==> config.mk <==
export PLATFORM = sky130hd
export DESIGN_NAME = lsu_mem_master
export DESIGN_NICKNAME = d
export VERILOG_FILES = /design/src/rtl/lsu_mem_master.sv
export SDC_FILE = /design/constraint.sdc
export NUM_CORES = 1
export LEC_CHECK = 0
export ABC_AREA = 1
export ABC_CLOCK_PERIOD_IN_PS = 2450
export BUFFER_PORTS_ARGS = -buffer_cell sky130_fd_sc_hd__buf_2
export CAP_MARGIN = 20
export CORE_ASPECT_RATIO = 1.75
export CORE_MARGIN = 10
export CORE_UTILIZATION = 40
export DETAILED_ROUTE_END_ITERATION = 8
export PLACE_DENSITY_LB_ADDON = 0.08
export SLEW_MARGIN = 30
export SYNTH_ARGS = -nofsm -noshare
export SYNTH_HDL_FRONTEND = slang
export SYNTH_SLANG_ARGS = --single-unit
==> constraint.sdc <==
create_clock -name clk -period 2.45 [get_ports clk]
set_clock_uncertainty 0.1 [all_clocks]
set_input_delay 0.1225 -clock clk [delete_from_list [all_inputs] [get_ports clk]]
set_output_delay 0.1225 -clock clk [all_outputs]
set_load 0.03 [all_outputs]
==> src/rtl/lsu_mem_master.sv <==
// rtl/lsu_mem_master.sv - load/store initiator driving the byte-addressed data memory port
// Optional build macro LSU_MISALIGN_TRAP_EN: reject misaligned halfword/word requests.
module lsu_mem_master #(
   parameter int unsigned DROM_SPACE = 1024
) (
   input  logic        clk,
   input  logic        rst,
   input  logic        req_valid,
   output logic        req_ready,
   input  logic        req_we,
   input  logic [2:0]  req_funct3,
   input  logic [31:0] req_addr,
   input  logic [31:0] req_wdata,
   output logic        resp_valid,
   input  logic        resp_ready,
   output logic [31:0] resp_rdata,
   output logic        resp_err,
   output logic [31:0] data_addr,
   output logic [31:0] w_data_mem,
   output logic        r_en_mem,
   output logic        w_en_mem,
   output logic [1:0]  byte_sel,
   input  logic [31:0] r_data_mem
);

   typedef enum logic [1:0] {IDLE, ACCESS, RESP} state_t;

   state_t      state_q;
   logic        ready_q, resp_valid_q, resp_err_q, r_en_q, w_en_q, we_q;
   logic [2:0]  funct3_q;
   logic [31:0] addr_q, wdata_q, rdata_q;

   logic        f3_legal, range_err, misalign_err, req_err;
   logic [2:0]  size_m1;
   logic [32:0] last_addr;
   logic [31:0] load_ext;

   always_comb begin
      if (req_we) f3_legal = (req_funct3 inside {3'b000, 3'b001, 3'b010});
      else        f3_legal = (req_funct3 inside {3'b000, 3'b001, 3'b010, 3'b100, 3'b101});
      case (req_funct3[1:0])
         2'b00:   size_m1 = 3'd0;
         2'b01:   size_m1 = 3'd1;
         default: size_m1 = 3'd3;
      endcase
      // 33-bit sum so an access wrapping past 2^32 still lands out of range
      last_addr = {1'b0, req_addr} + {30'd0, size_m1};
      range_err = last_addr > 33'(DROM_SPACE - 1);
`ifdef LSU_MISALIGN_TRAP_EN
      misalign_err = ((req_funct3[1:0] == 2'b01) && req_addr[0]) ||
                     ((req_funct3[1:0] == 2'b10) && (req_addr[1:0] != 2'b00));
`else
      misalign_err = 1'b0;
`endif
      req_err = !f3_legal || range_err || misalign_err;
   end

   always_comb begin
      case (funct3_q)
         3'b000:  load_ext = {{24{r_data_mem[7]}}, r_data_mem[7:0]};
         3'b001:  load_ext = {{16{r_data_mem[15]}}, r_data_mem[15:0]};
         3'b100:  load_ext = {24'd0, r_data_mem[7:0]};
         3'b101:  load_ext = {16'd0, r_data_mem[15:0]};
         default: load_ext = r_data_mem;
      endcase
   end

   // ready_q is registered, so the first cycle after reset never accepts a request
   always_ff @(posedge clk) begin
      if (rst) begin
         state_q      <= IDLE;
         ready_q      <= 1'b0;
         resp_valid_q <= 1'b0;
         resp_err_q   <= 1'b0;
         r_en_q       <= 1'b0;
         w_en_q       <= 1'b0;
         we_q         <= 1'b0;
         funct3_q     <= 3'd0;
         addr_q       <= 32'd0;
         wdata_q      <= 32'd0;
         rdata_q      <= 32'd0;
      end else begin
         case (state_q)
            IDLE: begin
               ready_q <= 1'b1;
               if (ready_q && req_valid) begin
                  ready_q    <= 1'b0;
                  we_q       <= req_we;
                  funct3_q   <= req_funct3;
                  addr_q     <= req_addr;
                  wdata_q    <= req_wdata;
                  rdata_q    <= 32'd0;
                  resp_err_q <= req_err;
                  if (req_err) begin
                     state_q      <= RESP;
                     resp_valid_q <= 1'b1;
                  end else begin
                     state_q <= ACCESS;
                     r_en_q  <= !req_we;
                     w_en_q  <= req_we;
                  end
               end
            end
            ACCESS: begin
               r_en_q       <= 1'b0;
               w_en_q       <= 1'b0;
               if (!we_q) rdata_q <= load_ext;
               state_q      <= RESP;
               resp_valid_q <= 1'b1;
            end
            RESP: begin
               if (resp_ready) begin
                  resp_valid_q <= 1'b0;
                  ready_q      <= 1'b1;
                  state_q      <= IDLE;
               end
            end
            default: state_q <= IDLE;
         endcase
      end
   end

   assign req_ready  = ready_q;
   assign resp_valid = resp_valid_q;
   assign resp_err   = resp_err_q;
   assign resp_rdata = rdata_q;
   assign data_addr  = addr_q;
   assign w_data_mem = wdata_q;
   assign byte_sel   = funct3_q[1:0];
   assign r_en_mem   = r_en_q;
   assign w_en_mem   = w_en_q;

endmodule
==> flow_summary.ini, run 1 <==
[sta]
worst_slew_pin_slew_ns = 0.728
tns_ns = 0
hold_viol_final = 0
grt_setup_unrepaired = false
min_period_ns = 2.27
max_slew_margin_pct = 51.5
finalMaxSlewViolations = 0
finalSetupViolations = 0
fmax_mhz = 440
finalCritPeriodShare_pct = 92.7

[flow_run]
drv_cap = 0

[logic_synthesis]
yosys_register_bits = 107
syn_area_mm2 = 0.00503
yosysSeqAreaShare_pct = 42.6
synth_top_family_by_area = simple AND/OR/NAND/NOR gates
synth_cells = 713
synth-xor-area-share_pct = 0.349
syn-mean-instance-area_um2 = 7.05
yosysUniqueCellTypes = 34
syn_nets = 823
synth_mux_area_share_pct = 0
yosys_warnings = 0
synth_fa_ha_area_share_pct = 1.64
synth_area_leaders = dfxtp_1 (43%), nor2_1 (11%), nand2_1 (9.4%)
yosysTopAreaCell = dfxtp_1
yosys.area_share.simple_pct = 31.8
synth_top_area_share_pct = 42.6
synth_compound_area_share_pct = 17.6

[cells_and_area]
postLayoutCoreUtil_pct = 58.8
layout_common_cells = buf_2 (206), nor2_1 (145), nand2_1 (126), dfxtp_1 (107), o21ai_0 (82)
design_area_mm2 = 0.00728
ff_latch_area_mm2 = 0.00214
fill_cells = 1169
fin_nets = 1095
final_common_cell = buf_2
multi_input_comb_area_mm2 = 0.00259
area_growth_pct = 44.8
drive_above_1_share_pct = 28.5

[power]
clockPowerShare_pct = 28.1
p_sw_share_pct = 36.5
p_per_area_mw_per_mm2 = 666
p_leak_uw = 0.00348
power_frac_comb_pct = 29.8
peakVddDrop_mv = 0.335
power.switching_uw = 1770
seqPwrFrac_pct = 42.1
intPower_uw = 3080

[clock_network]
htreeDepth = 3
cts_made_buffers = 9
cts.clk_slew.worst_paths_ns = 0.07
cts_num_sinks = 107
cts_tree = done
cts_root_buf = clkbuf_16
cts_buffer_depth = 2
clkLatencyLatePin_ns = 0.34

[worst_setup_path]
worstPathRequired_ns = 2.62
cp_slowest_cell = dlygate4sd3_1
cp-end-kind = flip-flop
cpPeakStageDelay_ns = 0.53
crit_buf_inv = 2
critPathArrivalTime_ns = 2.44
worstPathCellList = dlygate4sd3_1 > buf_2 > nand2_1 > nor2_2 > nand2_2 > nor2_4 > nand3_1 > xor2_1 > nor2_4 > nand4_4 > nand2_2 > nand2_1 > nand2_1 > a21oi_1
path_common_cell = nand2_1
cp_top_family = simple AND/OR/NAND/NOR gates
crit_fanout = 5
start_kind = primary input
setup.worst_path.class = primary input to flip-flop

[global_routing]
antenna_found_initial = 1
top_usage_layer = met2
use_met1_pct = 19.6
grtUsageMet2_pct = 38.4
grt_pass1_vias = 5832
grt_pass1_wl_um = 29500
grt.total_usage_pct = 20.5
grtUsageMet3_pct = 5.66
grt_max_degree = 85
grt.overflow.total = 0

[placement]
dp_hpwl_um = 14300
routabilityCongestion = 0.888
dpl_cell_area_mm2 = 0.00622
io_buffers = 206

[detailed_routing]
drc = 0
firstDrtPassIters = 4
wirelength_um = 18700
routedWlPerCell_um = 16.2
vias_per_cell = 4.92
drt-initial-drc-count = 297
vias = 5700
final_antenna_net_count = 0

[status]
status = completed

[floorplan]
floorplan.rows = 54
start_util_pct = 40.6
fp.dieW_um = 105
dieArea_mm2 = 0.0176
coreArea_mm2 = 0.0124
die_y_um = 168
pin_count = 207

[hold_path]
hp-class = primary input to flip-flop
## registers in the layout, summed over array words and instances, names as in the netlist, 2 cells and up
name,flops
w_data_mem,32
state_q,2
resp_rdata,32
data_addr,32
funct3_q,3
## synthesized netlist by cell type
cell type and number:
nand3_1 23, dfxtp_1 107, nand4_1 6, xor2_1 2
ha_1 5, fa_1 1, nand3b_1 4, nor2_4 13
nor3_2 1, clkbuf_1 29, and2_1 1, inv_2 5
a21oi_1 63, o21ai_2 2, nand2_4 2, nor2_1 145
nor2_8 1, nand3_2 1, nand2_1 126, o21ai_0 82
o21ai_1 17, and3_1 1, buf_4 3, nor3_1 4
buf_1 2, or2_0 1, inv_1 36, nand4_4 1
a21oi_4 1, nand2_2 13, a31oi_1 2, o21bai_1 4
nor2_2 8, clkinv_1 1
## worst reg2reg max path, stage by stage, from the launching register on
cell and delay (ns):
dfxtp_1 0.34, inv_1 0.09, ha_1 0.27, inv_2 0.10, nor2_4 0.12, inv_2 0.05
o21ai_2 0.11, nand2_4 0.11, nor2_8 0.16, inv_2 0.12, a21oi_4 0.15, buf_12 0.15
o21ai_1 0.08, a21oi_1 0.15
## metrics by stage
stage | power, uW | cells | hold slack (ns) | setup slack, ns
detailed placement | 3430 | 1065 | 0.249 | -0.0453
floorplan | 2950 | 713 | 0.157 | 0.311
global placement | 3410 | 1065 | 0.243 | -0.0126
finish | 4840 | 1158 | 0.00275 | 0.180
CTS | 4900 | 1156 | 0.000804 | 0.168
global route | 5110 | 1157 | 0.0102 | 0.0299
## cell families (layout without fill, tap and decap cells)
kind of cell	count (synthesis)	after routing
AOI/OAI and AO/OA	171	171
and+or+nand+nor	351	351
other	0	1
DFF	107	107
adders and majority gates	6	6
buffers and inverters	76	352
xor gates and xnor gates	2	2
## per-layer routing
layer	wire length [um]	vias to the layer above
met5	17	-
met4	920	2
met3	1190	51
met2	9850	208
met1	6730	2587
li1	-	2852
## power by group through the flow
stage | logic [uW] | clock network, uW | registers [uW]
2_1_floorplan | 529 | 0 | 2430
3_3_place_gp | 1330 | 0 | 2070
3_5_place_dp | 1350 | 0 | 2080
4_1_cts | 1450 | 1400 | 2040
5_1_grt | 1570 | 1470 | 2070
6_report | 1440 | 1360 | 2040
## layout make-up
cell class                 count  share of cell area, %
multi-input combinational    530                   35.6
timing repair buffer         295                   26.1
antenna                        1                 0.0344
clock buffer                   9                   3.10
clock inverter                 6                  0.671
sequential                   107                   29.4
tap                          168                   2.89
inverter                      42                   2.17
## path summary, 6_finish.rpt
path	to	slack [ns]	startpoint	cells after the start
setup / recovery	w_en_mem	0.18	req_addr[7]	14
hold / removal	funct3_q[2]	0.003	req_funct3[2]	3
setup reg to reg	resp_rdata[24]	0.30	state_q[0]	13
hold reg to reg	resp_rdata[6]	0.36	resp_rdata[6]	2
## timing repair
action	4_1_cts	5_1_grt
buffers inserted	0	1
gates resized for setup	0	0
setup endpoints to repair	0	1
hold buffers	76	0
hold endpoints to repair	77	0
(Power assumes the default switching activity.)
==> run 2, diff against run 1 <==
HOLD_SLACK_MARGIN = 0.1   (was unset)
SETUP_SLACK_MARGIN = 0.2   (was unset)
==> run 2 against run 1 <==
Against the previous run:
- global-route usage grew 0.37 points
- critical path depth grew 1
- die area is the same
- highest routed layer is now met4
- fmax grew 4.6%
- largest power group unchanged
- critical endpoint is now resp_valid
==> flow_summary.ini, run 2 (synthesis results as in run 1) <==
[status]
status = completed

[global_routing]
grt_pass1_wl_um = 30200
grt.overflow.total = 0
grt.total_usage_pct = 20.9
antenna_found_initial = 0
grt_max_degree = 85
grt_pass1_vias = 5956

[placement]
io_buffers = 206
dpl.cell_count = 1065
dp_hpwl_um = 14300
routabilityCongestion = 0.888

[hold_path]
hp-class = primary input to flip-flop

[floorplan]
start_util_pct = 40.6
fp.dieW_um = 105
floorplan.rows = 54
pin_count = 207
coreArea_mm2 = 0.0124
die_y_um = 168
dieArea_mm2 = 0.0176

[detailed_routing]
vias = 5804
drt-initial-drc-count = 350
drc = 0
firstDrtPassIters = 4
wirelength_um = 19000
routedWlPerCell_um = 16.1
final_antenna_net_count = 0
vias_per_cell = 4.92

[power]
power_frac_comb_pct = 30.3
intPower_uw = 3110
p_sw_share_pct = 36.5
p_leak_uw = 0.00358
seqPwrFrac_pct = 41.7
clockPowerShare_pct = 27.9
p_per_area_mw_per_mm2 = 646
peakVddDrop_mv = 0.336
power.switching_uw = 1780

[sta]
fmax_mhz = 461
min_period_ns = 2.17
finalSetupViolations = 0
max_slew_margin_pct = 52.6
worst_slew_pin_slew_ns = 0.710
finalMaxSlewViolations = 0
grt_setup_unrepaired = true
hold_viol_final = 0
finalCritPeriodShare_pct = 88.6
tns_ns = 0

[clock_network]
clkLatencyLatePin_ns = 0.34
cts_tree = done
htreeDepth = 3
cts_made_buffers = 9
cts_num_sinks = 107
cts.clk_slew.worst_paths_ns = 0.07
cts_buffer_depth = 2
cts_root_buf = clkbuf_16

[flow_run]
drv_cap = 0

[worst_setup_path]
worstPathRequired_ns = 2.59
start_kind = primary input
cp_slowest_cell = dlygate4sd3_1
crit_buf_inv = 2
cp_top_family = simple AND/OR/NAND/NOR gates
critPathArrivalTime_ns = 2.31
worstPathCellList = dlygate4sd3_1 > buf_2 > nand2_1 > nor2_2 > nand2_1 > nor2_1 > nand2_1 > nand2_1 > nand3_1 > nor2_4 > nand4_4 > nand2_2 > nand2_2 > a21oi_1 > nor2_1
cpPeakStageDelay_ns = 0.55
cp-end-kind = flip-flop
crit_fanout = 5
setup.worst_path.class = primary input to flip-flop
path_common_cell = nand2_1

[cells_and_area]
area_growth_pct = 50.6
drive_above_1_share_pct = 29.9
fin_nets = 1116
fill_cells = 1138
layout_common_cells = buf_2 (204), nor2_1 (140), nand2_1 (118), dfxtp_1 (107), dlygate4sd3_1 (96)
final_common_cell = buf_2
fin_cells = 1179
[run 2: final cells by class]
type	count	area (um2)	share of cell area, %
Sequential cell	107	2140	28.3
Clock inverter	6	48.8	0.645
Clock buffer	9	225	2.98
Inverter	42	158	2.08
Tap cell	168	210	2.78
Antenna cell	1	2.50	0.0331
Timing Repair Buffer	316	2110	27.9
Multi-Input combinational cell	530	2670	35.2
[run 2: layer usage]
layer | vias up | routed length (um) | GRT usage (%)
li1 | 2895 | - | -
met1 | 2631 | 6870 | 19.9
met2 | 224 | 9940 | 39.0
met3 | 54 | 1170 | 5.66
met4 | 0 | 992 | 11.5
met5 | - | 0 | 0
[run 2: what timing repair did]
action,CTS,global route
setup endpoints to repair,13,20
setup buffers,1,1
hold buffers,95,1
resized for setup,0,27
hold endpoints to repair,98,1
pin swaps,0,10
[run 2: path summary, 6_finish.rpt]
check / from / to / slack (ns) / cells past startpoint
setup / recovery: req_addr[8] / resp_valid / 0.28 / 15
hold / removal: r_data_mem[14] / resp_rdata[14] / 0.11 / 5
setup reg to reg: state_q[0] / resp_rdata[24] / 0.35 / 13
hold reg to reg: resp_rdata[20] / resp_rdata[20] / 0.36 / 2
[run 2: power groups by stage]
stage                     clock, uW  combinational, uW  sequential [uW]
after CTS                      1400               1480             2040
after global routing           1470               1610             2070
after global placement            0               1330             2070
after detailed placement          0               1350             2080
final                          1370               1480             2040
after floorplan                   0                529             2430
[run 2: tightest hold or removal path, delay by kind of cell]
| family | cells | cell delay (ns) |
|---|---|---|
| buffers and inverters | 1 | 0.09 |
| and+or+nand+nor | 1 | 0.05 |
| AOI/OAI and AO/OA | 3 | 0.25 |
[run 2: stage by stage]
stage | setup slack, ns | power (uW) | cell area (um2) | util, % | hold WS [ns]
5_1_grt | 0.132 | 5150 | 7560 | 61.2 | 0.144
3_5_place_dp | -0.0453 | 3430 | 6220 | 50.3 | 0.249
2_1_floorplan | 0.311 | 2950 | 5030 | - | 0.157
3_3_place_gp | -0.0126 | 3410 | 6220 | 50.3 | 0.243
6_report | 0.280 | 4890 | 7570 | 61.2 | 0.108
4_1_cts | 0.212 | 4920 | 7460 | 60.4 | 0.100
==> run 3, diff against run 2 <==
==> constraint.sdc (replaced) <==
create_clock -name clk -period 2.45 [get_ports clk]
set_clock_uncertainty 0.1 [all_clocks]
set_input_delay 0 -clock clk [delete_from_list [all_inputs] [get_ports clk]]
set_output_delay 0 -clock clk [all_outputs]
set_load 0.03 [all_outputs]
==> run 3 against run 2 <==
Against the previous run:
- register-to-register slack improved by 0.04 ns
- flip-flop and latch count stayed put
- die area stayed put
- wire length rose by 1.5%
- non-clock buffer count did not move
- critical path type unchanged
==> flow_summary.ini, run 3 (synthesis results as in run 1) <==
[cells_and_area]
postLayoutCoreUtil_pct = 61.4
layout_common_cells = buf_2 (206), nor2_1 (144), nand2_1 (126), dfxtp_1 (107), dlygate4sd3_1 (103)
design_area_mm2 = 0.00759
drive_above_1_share_pct = 27.6
area_growth_pct = 51.0
final_common_cell = buf_2
fin_nets = 1116
fill_cells = 1135
fin_cells = 1180

[clock_network]
cts_root_buf = clkbuf_16
cts_num_sinks = 107
htreeDepth = 3
cts_buffer_depth = 2
cts_made_buffers = 9
clkLatencyLatePin_ns = 0.34
cts.clk_slew.worst_paths_ns = 0.08
cts_tree = done

[worst_setup_path]
worstPathCellList = dlygate4sd3_1 > buf_2 > nand2_1 > nor2_4 > nand2_2 > nor2_4 > nand2_2 > o21ai_2 > nand3_1 > nor2_2 > nand4_4 > nand2_2 > nand2_2 > a21oi_1 > nor2_1
path_common_cell = nand2_2
cp_top_family = simple AND/OR/NAND/NOR gates
start_kind = primary input
cpPeakStageDelay_ns = 0.52
worstPathRequired_ns = 2.59
setup.worst_path.class = primary input to flip-flop
crit_fanout = 5
cp-end-kind = flip-flop
cp_slowest_cell = dlygate4sd3_1
crit_buf_inv = 2
critPathArrivalTime_ns = 2.27

[power]
peakVddDrop_mv = 0.344
p_leak_uw = 0.00359
p_per_area_mw_per_mm2 = 667
power.total_uw = 5060

[floorplan]
dieArea_mm2 = 0.0176
die_y_um = 168
pin_count = 207
floorplan.rows = 54
start_util_pct = 40.6
coreArea_mm2 = 0.0124
fp.dieW_um = 105

[detailed_routing]
vias = 5832
vias_per_cell = 4.94
wirelength_um = 19300
final_antenna_net_count = 0
firstDrtPassIters = 4
drt-initial-drc-count = 309
drc = 0
routedWlPerCell_um = 16.3

[placement]
dpl_cell_area_mm2 = 0.00619
routabilityCongestion = 0.910
io_buffers = 206
dpl.cell_count = 1059
dp_hpwl_um = 14100

[global_routing]
antenna_found_initial = 1
grt_pass1_wl_um = 31000
grt.overflow.total = 0
grt_max_degree = 85
grt_pass1_vias = 6090
grt.total_usage_pct = 21.4

[sta]
finalSetupViolations = 0
worst_slew_pin_slew_ns = 0.638
finalCritPeriodShare_pct = 87.1
max_slew_margin_pct = 57.4
tns_ns = 0
hold_viol_final = 0
min_period_ns = 2.13
grt_setup_unrepaired = true
fmax_mhz = 468
finalMaxSlewViolations = 0

[status]
status = completed

[flow_run]
drv_cap = 0

[hold_path]
hp-class = primary input to flip-flop
-- run 3: cell count changes in the layout (fill, tap and decap cells not counted), moves of 2 or more --
cell,before,now
buf_2,204,206
nor2_4,18,14
o21ai_2,3,1
nor2_1,140,144
nand2_2,21,13
buf_4,14,4
dlygate4sd3_1,96,103
nand2_1,118,126
-- run 3: worst paths after layout --
kind	from	to	slack [ns]	depth (start not counted)
min	req_wdata[25]	w_data_mem[25]	0.31	4
min reg2reg	resp_rdata[24]	resp_rdata[24]	0.36	2
max	req_addr[8]	resp_valid	0.32	15
max reg2reg	state_q[1]	resp_rdata[31]	0.39	11
-- run 3: stage by stage --
stage,hold slack [ns],setup slack [ns]
final,0.309,0.315
after global routing,0.326,0.118
after CTS,0.308,0.294
after detailed placement,0.128,-0.00191
after global placement,0.121,0.0632
after floorplan,0.0349,0.433
-- run 3: layout make-up --
type                       count  area [um2]  area share (%)
clock buffer                  10         229            3.02
multi-input combinational    530        2620            34.5
timing repair buffer         316        2140            28.2
clock inverter                 6        85.1            1.12
antenna                        1        2.50          0.0330
tap                          168         210            2.77
sequential                   107        2140            28.2
inverter                      42         158            2.08
-- run 3: where the power goes --
group          switching, uW  internal (uW)
Sequential               104           1940
Combinational           1020            480
Clock                    696            819
Total                   1820           3240
-- run 3: timing repair --
item                                    4_1_cts  5_1_grt
gates resized for setup                       0        7
endpoints found under the setup margin        5       20
gates cloned                                  0        0
hold buffers                                103        0
buffers inserted                              1        0
hold endpoints to repair                    104        0
-- run 3: worst reg2reg max path: cells and delay by family, from the launching register on --
kind / cells / cell delay (ns)
AND/OR/NAND/NOR: 2 / 0.26
flip-flops: 1 / 0.34
adder cells (fa/ha/maj): 1 / 0.23
buffers and inverters: 4 / 0.50
AO/OA/AOI/OAI: 4 / 0.58
-- run 3: layer usage --
metal  vias to the layer above  GRT usage (%)  routed length, um
li1                       2895              -                  -
met1                      2681           21.3               7170
met2                       207           39.6              10100
met3                        49           5.20               1070
met4                         0           11.6                983
met5                         -              0                  0
